===== config.mk =====
export PLATFORM = sky130hd
export DESIGN_NAME = tspi_tx_arb
export DESIGN_NICKNAME = d
export VERILOG_FILES = /design/src/rtl/tspi_tx_arb.sv
export SDC_FILE = /design/constraint.sdc
export NUM_CORES = 1
export LEC_CHECK = 0
export CAP_MARGIN = 20
export CELL_PAD_IN_SITES_DETAIL_PLACEMENT = 0
export CELL_PAD_IN_SITES_GLOBAL_PLACEMENT = 2
export CORE_ASPECT_RATIO = 1.25
export CORE_MARGIN = 5
export CORE_UTILIZATION = 23
export DETAILED_ROUTE_END_ITERATION = 8
export PLACE_DENSITY = 0.86
export SETUP_SLACK_MARGIN = 0.3
export SKIP_CTS_REPAIR_TIMING = 1
export SYNTH_ARGS = -nofsm -noshare
export SYNTH_HDL_FRONTEND = slang
export SYNTH_SLANG_ARGS = --single-unit

===== constraint.sdc =====
create_clock -name clk -period 3 [get_ports clk]
set_input_delay 0.6 -clock clk [delete_from_list [all_inputs] [get_ports clk]]
set_output_delay 0.6 -clock clk [all_outputs]
set_load 0.02 [all_outputs]

===== src/rtl/tspi_tx_arb.sv =====
// Round-robin arbiter sharing one SPI transmit word path between NUM_REQ frame sources.
// Optional watchdog abort is compiled in with `define TSPI_ARB_WDOG_EN.
module tspi_tx_arb #(
  parameter int NUM_REQ   = 4,
  parameter int DW        = 8,
  parameter int MAX_WORDS = 16,
  parameter int GAP_CYC   = 2,
  parameter int WDOG_CYC  = 1023
) (
  input  logic                  clk,
  input  logic                  rst,
  input  logic [NUM_REQ-1:0]    req,
  output logic [NUM_REQ-1:0]    gnt,
  input  logic [NUM_REQ-1:0]    req_valid,
  input  logic [NUM_REQ*DW-1:0] req_data,
  output logic [NUM_REQ-1:0]    req_dreq,
  output logic [NUM_REQ-1:0]    req_done,
  output logic                  txd_en,
  input  logic                  tx_dreq,
  output logic                  tx_valid,
  output logic [DW-1:0]         tx_data,
  input  logic                  txd_cmpt,
  output logic                  busy,
  output logic                  arb_err
);

  localparam int PW = (NUM_REQ > 1) ? $clog2(NUM_REQ) : 1;

  typedef enum logic [1:0] {
    S_IDLE = 2'd0,
    S_RUN  = 2'd1,
    S_DONE = 2'd2,
    S_GAP  = 2'd3
  } state_t;

  state_t          state;
  logic [PW-1:0]   ptr;
  logic [7:0]      cnt;
  logic [3:0]      gap_cnt;
  logic [PW-1:0]   sel;
  logic            sel_ok;
  logic            in_run;
  logic            consume;
`ifdef TSPI_ARB_WDOG_EN
  logic [15:0]     wdog_cnt;
`endif

  assign in_run  = (state == S_RUN);
  assign busy    = (state != S_IDLE);
  assign consume = in_run & tx_dreq & tx_valid;

  // Round-robin pick: first requester strictly after the last-served pointer.
  always_comb begin
    sel    = '0;
    sel_ok = 1'b0;
    for (int k = 1; k <= NUM_REQ; k++) begin
      if (!sel_ok && req[(int'(ptr) + k) % NUM_REQ]) begin
        sel    = PW'((int'(ptr) + k) % NUM_REQ);
        sel_ok = 1'b1;
      end else begin
        sel    = sel;
        sel_ok = sel_ok;
      end
    end
  end

  // Word path toward the txd controller; valid is capped at MAX_WORDS per grant.
  always_comb begin
    tx_data  = '0;
    req_dreq = '0;
    tx_valid = 1'b0;
    if (in_run) begin
      req_dreq = gnt & {NUM_REQ{tx_dreq}};
      tx_valid = (|(req_valid & gnt)) & (cnt < 8'(MAX_WORDS));
      for (int i = 0; i < NUM_REQ; i++) begin
        if (gnt[i]) begin
          tx_data = tx_data | req_data[i*DW +: DW];
        end else begin
          tx_data = tx_data;
        end
      end
    end else begin
      tx_data  = '0;
    end
  end

  // Arbitration FSM with registered grant, frame enable and status pulses.
  always_ff @(posedge clk) begin
    if (!rst) begin
      state    <= S_IDLE;
      gnt      <= '0;
      txd_en   <= 1'b0;
      req_done <= '0;
      arb_err  <= 1'b0;
      cnt      <= 8'd0;
      gap_cnt  <= 4'd0;
      ptr      <= PW'(NUM_REQ - 1);
`ifdef TSPI_ARB_WDOG_EN
      wdog_cnt <= 16'd0;
`endif
    end else begin
      req_done <= '0;
      arb_err  <= 1'b0;
      case (state)
        S_IDLE: begin
          if (sel_ok) begin
            gnt    <= {{(NUM_REQ-1){1'b0}}, 1'b1} << sel;
            txd_en <= 1'b1;
            ptr    <= sel;
            cnt    <= 8'd0;
            state  <= S_RUN;
`ifdef TSPI_ARB_WDOG_EN
            wdog_cnt <= 16'd0;
`endif
          end else begin
            state <= S_IDLE;
          end
        end
        S_RUN: begin
          if (consume) begin
            cnt <= cnt + 8'd1;
          end else begin
            cnt <= cnt;
          end
`ifdef TSPI_ARB_WDOG_EN
          wdog_cnt <= wdog_cnt + 16'd1;
`endif
          if (txd_cmpt) begin
            txd_en        <= 1'b0;
            gnt           <= '0;
            req_done[ptr] <= 1'b1;
            state         <= S_DONE;
`ifdef TSPI_ARB_WDOG_EN
          end else if (wdog_cnt == 16'(WDOG_CYC - 1)) begin
            // Abort a hung frame; pointer already moved so others are served next.
            txd_en  <= 1'b0;
            gnt     <= '0;
            arb_err <= 1'b1;
            state   <= S_DONE;
`endif
          end else begin
            state <= S_RUN;
          end
        end
        S_DONE: begin
          gap_cnt <= 4'd0;
          if (GAP_CYC > 0) begin
            state <= S_GAP;
          end else begin
            state <= S_IDLE;
          end
        end
        S_GAP: begin
          if (gap_cnt == 4'(GAP_CYC - 1)) begin
            state <= S_IDLE;
          end else begin
            gap_cnt <= gap_cnt + 4'd1;
          end
        end
        default: begin
          state <= S_IDLE;
        end
      endcase
    end
  end

endmodule


Yosys cells after proc, flatten, opt, wreduce, memory -nomap -nowiden
Index checks and enable logic that the tools add are counted.
- bits in registers: 25
- input bits: 44
- output and inout bits: 24
- mux-type cells: 47
- bitwise gates (word level): 12
- order comparisons: 7
- equal/unequal tests: 9
- shift operators: 1
- reductions and logical operators: 21
- $add $sub $neg: 6
- operator list (cell ; count):
    two-way mux 8 bit ; 10
    bitwise OR 8 bit ; 3
    two-way mux 1 bit ; 17
    < comparator 3 x 4 -> 1 bit, second input constant ; 4
    two-way mux 4 bit ; 4
    case mux 4 bit (2 select lines) ; 2
    case mux 8 bit (2 select lines) ; 1
    two-way mux 2 bit ; 6
    AND reduction 3 bit ; 3
    adder 8 x 1 -> 8 bit, second input constant ; 1
    AND 4 bit ; 2
    binary-select mux 1 bit (select 2 bit) ; 4
    < comparator 8 x 5 -> 1 bit, second input constant ; 1
    != test 2 bit, second input constant ; 4
    case mux 2 bit (4 select lines) ; 1
    OR reduction 2 bit ; 4
    nonzero test 2 bit ; 3
    adder 2 x 1 -> 2 bit, second input constant ; 2
    adder 2 bit, second input constant ; 2
    adder 4 x 1 -> 4 bit, second input constant ; 1
    AND 1 bit, first input constant ; 4
    equality test 2 bit, second input constant ; 2
    equality test 4 x 1 -> 1 bit, second input constant ; 1
    logical AND 1 bit ; 4
    other kinds (12) ; 17

Logic depth before layout (Yosys ltp)
Gate-level depths: netlist (run 1).
- word-level depth: 19
- gate-level depth with buffers: 9
- gate-level depth less buffers: 7

Least setup slack after synthesis (run 1)
Ideal clock, no wire load.
- path kind: flip-flop to flip-flop
- start: register ptr[0]
- end: register state[0]
- cell stages (with the launch flop): 10
- arrival: 2192 ps
- library setup time: 116 ps
- required time: 2884 ps
- setup slack: 692 ps
- buffers on the path: 2
- cell sequence: dfxtp_1 buf_2 inv_1 ha_1 buf_2 mux2_2 o31ai_1 a21oi_1 o31a_1 o211a_1
- longest elaborated chain between the ends: 16
- ends and longest elaborated chain (element ; line ; RTL):
    from (decl) ; 37 ; logic [PW-1:0] ptr;
    from (signal assigned) ; 97 ; ptr <= PW'(NUM_REQ - 1);
    from (signal assigned) ; 109 ; ptr <= sel;
    adder 2 x 1 -> 2 bit ; 57 ; if (!sel_ok && req[(int'(ptr) + k) % NUM_REQ]) begin
    binary-select mux 1 bit (select 2 bit) ; 57 ;
    two-way mux 1 bit (implied by the code) (2 in a row) ; 57 ;
    two-way mux 1 bit ; 57 ;
    logical NOT 1 bit ; 57 ;
    logical AND 1 bit ; 57 ;
    two-way mux 1 bit ; 57 ;
    logical NOT 1 bit ; 57 ;
    logical AND 1 bit ; 57 ;
    two-way mux 1 bit ; 57 ;
    logical NOT 1 bit ; 57 ;
    logical AND 1 bit ; 57 ;
    two-way mux 1 bit * ; 57 ;
    two-way mux 1 bit * ; 106 ; if (sel_ok) begin
    case mux 2 bit (4 select lines) * ; 104 ; case (state)
    to (signal assigned) ; 111 ; state <= S_RUN;
    to (signal assigned) ; 116 ; state <= S_IDLE;
    to (signal assigned) ; 132 ; state <= S_DONE;
    to (decl) ; 36 ; state_t state;
Every way passes the cells marked *; elsewhere a longest branch is shown, timed or not. The select of a mux whose other input is x is not followed.
A chain may end at the register's enable or synchronous reset.

Worst setup path in the final report (run 1)
- start: input tx_dreq
- end: output req_dreq[2]
- longest elaborated chain between the ends: 2
- ends and longest elaborated chain (element ; line ; RTL):
    from (decl) ; 19 ; input logic tx_dreq,
    AND 4 bit ; 73 ; req_dreq = gnt & {NUM_REQ{tx_dreq}};
    two-way mux 4 bit ; 72 ; if (in_run) begin
    to (decl) ; 16 ; output logic [NUM_REQ-1:0] req_dreq,
Every way passes these cells.

==> summary.txt, run 1 <==
Status
  • Outcome: complete, no violations

Detailed routing
  • Vias/cell: 4.84
  • Detailed Route Iter0 Violations: 95
  • Vias post-DR: 1641
  • WL/cell: 13.8 µm
  • Drt pass-1 iters: 4
  • DRC: 0
  • Post-route ant nets: 0
  • Routed WL: 4680 µm

Finish
  • Commonest non-fill, non-tap cell in the layout: clkdlybuf4s50_1
  • Share of layout cells above drive strength 1: 10.0%
  • Most frequent cells in the layout: clkdlybuf4s50_1, dfxtp_1, a22oi_1, a21oi_1, and3_1
  • Fin nets: 301
  • Ant. Diodes: 0
  • Area Overhead vs Synth: 49.8%

Yosys
  • Avg Inst Size Synth: 8.55 µm²
  • Syn_nets: 239
  • Mapped Area: 0.00161 mm²
  • Yosys reg bits: 25
  • Gate Count Post-Synth: 188
  • Synthesis Warnings: 0
  • Synth cell types: 44
  • Sequential fraction of the synthesis area: 31.2%

Setup path
  • Setup Crit Path Kind: in2out
  • R2R cell count: 7
  • Critical path launch point type: primary input
  • Critical path arrival: 2000 ps
  • CP required: 2400 ps
  • CP max FO: 5
  • CP Capture Type: output pin

Floorplanning
  • IO Count: 68
  • Die Y: 103 µm
  • Core Footprint: 0.00689 mm²
  • Die X: 84.8 µm
  • Full die area: 0.00877 mm²
  • Row Count: 34
  • Starting density of the core: 23.3%

Timing
  • Final Max Slew Viols: 0
  • Clock Skew: 5.77 ps
  • # setup viols final: 0
  • Max Fclk: 384 MHz
  • Final TNS setup: 0 ps
  • Final Critical Period: 2600 ps
  • Final WS setup: 396 ps
  • RSZ-0062 raised after global routing: false
  • Part of the cycle the worst path needs: 86.8%
  • Final Hold Viols: 0

CTS
  • CTS clock-pin slew for the worst setup and hold paths: 80 ps
  • CTS tree: built
  • CTS Root Cell: clkbuf_8
  • Clock sink count: 25
  • Clk_lat worst skew: 270 ps
  • Worst-case clock buffer depth: 2
  • CTS H-tree lvls: 1
  • Num CTS Buffers: 3

Global routing
  • Global Route Usage Sum: 10.4%
  • Initial antenna violation count: 0
  • First-pass GRT wire length: 7400 µm
  • Total gr overflow: 0
  • Number of global-route vias before repair: 1475
  • Largest net degree at the start of global routing: 27

Power and ir drop
  • Static leakage: 0.000970 µW
  • Worst vdd ir: 0.183 mV
  • Power per Cell Area: 395 mW/mm²

Placed design
  • Final HPWL DP: 3720 µm
  • DP Worst Slack: 270 ps
  • GP Congestion: 0.813
  • Port Buffer Count: 66

Worst hold path
  • Worst min-delay path class: reg2reg
  • Hold Path Cell Cnt: 2

Run
  • Max-cap violations: 0
## synth_stat cells (all sizes together)
master,instances,area [µm²]
nand2,7,26.3
or4b,1,10.0
o21ai,5,25.0
a21oi,15,75.1
nor4b,1,8.76
o211ai,2,15.0
and3,14,88.8
o31ai,1,7.51
inv,5,18.8
nor3b,2,15.0
ha,7,87.6
o31a,1,8.76
a221o,1,10.0
a211oi,1,20.0
a22oi,19,143
nand4,1,12.5
a31o,3,26.3
nor2b,7,43.8
buf,7,40.0
a2bb2oi,1,8.76
or4,1,11.3
nand3,5,25.0
o32ai,1,8.76
o211a,2,20.0
xnor2,1,8.76
dfxtp,25,500
nand2b,5,31.3
mux2i,6,60.1
nor2,12,45.0
a32o,2,20.0
o22ai,3,18.8
mux2,4,45.0
a21boi,2,15.0
and2,1,6.26
conb,1,3.75
and3b,2,17.5
a41oi,1,8.76
or2,3,18.8
nor4,1,6.26
a21o,1,15.0
clkbuf,8,30.0
## cell type report
| cell class | count | area, µm² |
|---|---|---|
| inverter | 5 | 18.8 |
| fill | 726 | 4490 |
| sequential | 25 | 500 |
| multi-input combinational | 143 | 1020 |
| timing repair buffer | 72 | 708 |
| clock buffer | 3 | 41.3 |
| clock inverter | 1 | 5.00 |
| tap | 90 | 113 |
## layer usage
metal  track usage, %  up-vias  wire length, µm
li1                 -      816                -
met1             13.1      743             2100
met2             16.6       72             2070
met3             2.38       10              392
met4             5.36        0              114
met5                0        -                0
## flip-flops by register name, summed over array words and instances (netlist names), named ones only
name      count
txd_en        1
ptr           2
gnt           4
gap_cnt       4
req_done      4
cnt           8
state         1
## worst max-delay path: stages
cell	delay [ps]
clkdlybuf4s50_1	610
and3_1	200
clkdlybuf4s50_1	600
## final timing paths
path	end	from	slack [ps]
setup / recovery	req_dreq[2]	tx_dreq	400
hold / removal	txd_en$_SDFFE_PN0P_	txd_en$_SDFFE_PN0P_	480
setup reg to reg	state[0]$_SDFFE_PN0P_	ptr[1]$_SDFFE_PN1P_	700
hold reg to reg	txd_en$_SDFFE_PN0P_	txd_en$_SDFFE_PN0P_	480
## power breakdown
part / internal, µW / switching [µW] / total (µW) / leakage (µW)
sequential: 351 / 30.0 / 381 / 0.000204
combinational: 193 / 181 / 374 / 0.000741
clock: 92.8 / 103 / 196 / 0.0000255
## metrics by stage
stage          hold slack [ps]  util (%)  cell area [µm²]  power, µW  instances
4_1_cts                    489      34.8             2400        962        339
3_3_place_gp               466      34.2             2350        764        335
2_1_floorplan              442         -             1610        605        188
3_5_place_dp               473      34.2             2350        764        335
5_1_grt                    500      34.9             2410       1010        339
6_report                   483      34.9             2410        951        339
## logic make-up (layout without fill, tap and decap cells)
family	after synthesis	after routing	share of synthesized area (%)
fa+ha+maj	7	7	5.45
flops	25	25	31.2
xor+xnor	1	1	0.545
compound gates	61	61	27.7
simple gates	63	63	22.8
buf+inv	20	81	5.53
mux	10	10	6.54
other cells	1	1	0.233
(Power assumes the default switching activity.)
==> run 2: changes to the inputs <==
PLACE_DENSITY = default   (was 0.86)
PLACE_DENSITY_LB_ADDON = 0.1   (was default)
==> summary.txt, run 2 (synthesis gave the netlist of run 1 again) <==
Finish
  • Post-Layout Cell Count: 341 (was 339)
  • Fillers: 752 (was 726)
  • Ant. Diodes: 0 (unchanged)
  • Largest register FFs: 8 (unchanged)
  • Footprint of the multi-input gates: 0.00102 mm² (about the same)
  • Register area: 500 µm² (unchanged)
  • Largest Register: cnt (unchanged)
  • Most frequent cells in the layout: clkdlybuf4s50_1, dfxtp_1, a22oi_1, a21oi_1, and3_1 (unchanged)
  • Area Overhead vs Synth: 50.8% (was 49.8%)
  • Commonest non-fill, non-tap cell in the layout: clkdlybuf4s50_1 (unchanged)
  • Share of layout cells above drive strength 1: 10.8% (was 10.0%)
  • Finished Cell Area: 0.00242 mm² (was 0.00241 mm²)
  • Fin nets: 303 (was 301)

Timing
  • Final WS setup: 391 ps (was 396 ps)
  • Final TNS setup: 0 ps (unchanged)
  • Clock Skew: 2.89 ps (was 5.77 ps)
  • # setup viols final: 0 (unchanged)
  • Max Fclk: 383 MHz (was 384 MHz)
  • Final Max Slew Viols: 0 (unchanged)
  • Final Critical Period: 2610 ps (was 2600 ps)
  • Part of the cycle the worst path needs: 87.0% (was 86.8%)
  • Final Hold Viols: 0 (unchanged)
  • RSZ-0062 raised after global routing: false (unchanged)

Setup path
  • CP Capture Type: output pin (unchanged)
  • Max stage delay on crit path: 610 ps (about the same)
  • Stages on worst setup path: 3 (unchanged)
  • Critical path launch point type: primary input (unchanged)
  • Buf/Inv on CP: 2 (unchanged)
  • R2R cell count: 7 (unchanged)
  • CP cell instances: clkdlybuf4s50_1, and3_1, clkdlybuf4s50_1 (unchanged)
  • CP max stage cell: clkdlybuf4s50_1 (unchanged)
  • CP required: 2400 ps (about the same)
  • CP max FO: 5 (unchanged)
  • CP most frequent cell: clkdlybuf4s50_1 (unchanged)
  • Critical path arrival: 2010 ps (was 2000 ps)
  • Setup Crit Path Kind: in2out (unchanged)
  • Crit-path leading delay family: buffers and inverters (unchanged)

Detailed routing
  • Vias/cell: 4.83 (was 4.84)
  • Drt pass-1 iters: 4 (unchanged)
  • Post-route ant nets: 0 (unchanged)
  • DRC: 0 (unchanged)
  • Detailed Route Iter0 Violations: 42 (was 95)
  • Routed WL: 5100 µm (was 4680 µm)
  • WL/cell: 15.0 µm (was 13.8 µm)
  • Vias post-DR: 1647 (was 1641)

CTS
  • CTS Root Cell: clkbuf_8 (unchanged)
  • CTS H-tree lvls: 1 (unchanged)
  • Clk_lat worst skew: 270 ps (about the same)
  • CTS tree: built (unchanged)
  • Worst-case clock buffer depth: 2 (unchanged)
  • Clock sink count: 25 (unchanged)
  • Num CTS Buffers: 3 (unchanged)
  • CTS clock-pin slew for the worst setup and hold paths: 80 ps (about the same)

Global routing
  • Met2 Usage GRT: 20.1% (was 16.6%)
  • Most Used Layer, Global Route: met2 (unchanged)
  • Global Route Usage Sum: 11.7% (was 10.4%)
  • Largest net degree at the start of global routing: 27 (unchanged)
  • Met1 usage: 14.7% (was 13.1%)
  • First-pass GRT wire length: 8380 µm (was 7400 µm)
  • GRT met3 Usage: 2.38% (unchanged)
  • Initial antenna violation count: 0 (unchanged)
  • Total gr overflow: 0 (unchanged)
  • Number of global-route vias before repair: 1638 (was 1475)

Placed design
  • GP Congestion: 0.765 (was 0.813)
  • Cell Area, Placed: 0.00237 mm² (was 0.00235 mm²)
  • Dpl cells: 337 (was 335)
  • Final HPWL DP: 3980 µm (was 3720 µm)
  • Port Buffer Count: 66 (unchanged)
  • DP Worst Slack: 272 ps (was 270 ps)

Worst hold path
  • Worst min-delay path class: reg2reg (unchanged)
  • Hold Path Cell Cnt: 1 (was 2)

Power and ir drop
  • Power per Cell Area: 397 mW/mm² (was 395 mW/mm²)
  • Worst vdd ir: 0.140 mV (was 0.183 mV)
  • Static leakage: 0.000979 µW (was 0.000970 µW)

Run
  • Max-cap violations: 0 (unchanged)

Floorplanning
  • Row Count: 34 (unchanged)
  • Starting density of the core: 23.3% (unchanged)
  • Full die area: 0.00877 mm² (unchanged)
  • Die X: 84.8 µm (unchanged)
  • IO Count: 68 (unchanged)
  • Core Footprint: 0.00689 mm² (unchanged)
  • Die Y: 103 µm (unchanged)

Status
  • Outcome: complete, no violations (unchanged)
run 2: report_power, final:
part | total (µW) | internal [µW] | leakage (µW) | switching, µW
Clock | 199 | 95.0 | 0.0000228 | 104
Sequential | 377 | 351 | 0.000204 | 26.3
Combinational | 387 | 197 | 0.000752 | 190
Total | 963 | 643 | 0.000979 | 320
run 2: cell type report:
| type | instances | area share, % |
|---|---|---|
| Timing Repair Buffer | 74 | 29.9 |
| Clock buffer | 4 | 1.86 |
| Multi-Input combinational cell | 143 | 42.2 |
| Sequential cell | 25 | 20.7 |
| Tap cell | 90 | 4.65 |
| Inverter | 5 | 0.775 |
run 2: final timing paths:
| path | startpoint | end | slack, ps |
|---|---|---|---|
| hold / removal | cnt[6]$_SDFFE_PN0P_ | cnt[6]$_SDFFE_PN0P_ | 490 |
| hold reg to reg | cnt[6]$_SDFFE_PN0P_ | cnt[6]$_SDFFE_PN0P_ | 490 |
| setup / recovery | tx_dreq | req_dreq[2] | 390 |
| setup reg to reg | ptr[1]$_SDFFE_PN1P_ | state[0]$_SDFFE_PN0P_ | 650 |
run 2: routing by layer:
layer / part of all wire [%] / wire (µm)
met5: 0 / 0
met3: 6.6 / 334
met4: 1.8 / 94
met2: 45 / 2270
met1: 47 / 2400
run 2: through the flow:
step / power (µW) / util [%] / hold slack (ps)
after floorplan: 605 / - / 442
after global placement: 780 / 34.4 / 469
after detailed placement: 774 / 34.4 / 473
after CTS: 978 / 35.0 / 495
after global routing: 1030 / 35.1 / 500
final: 963 / 35.1 / 493
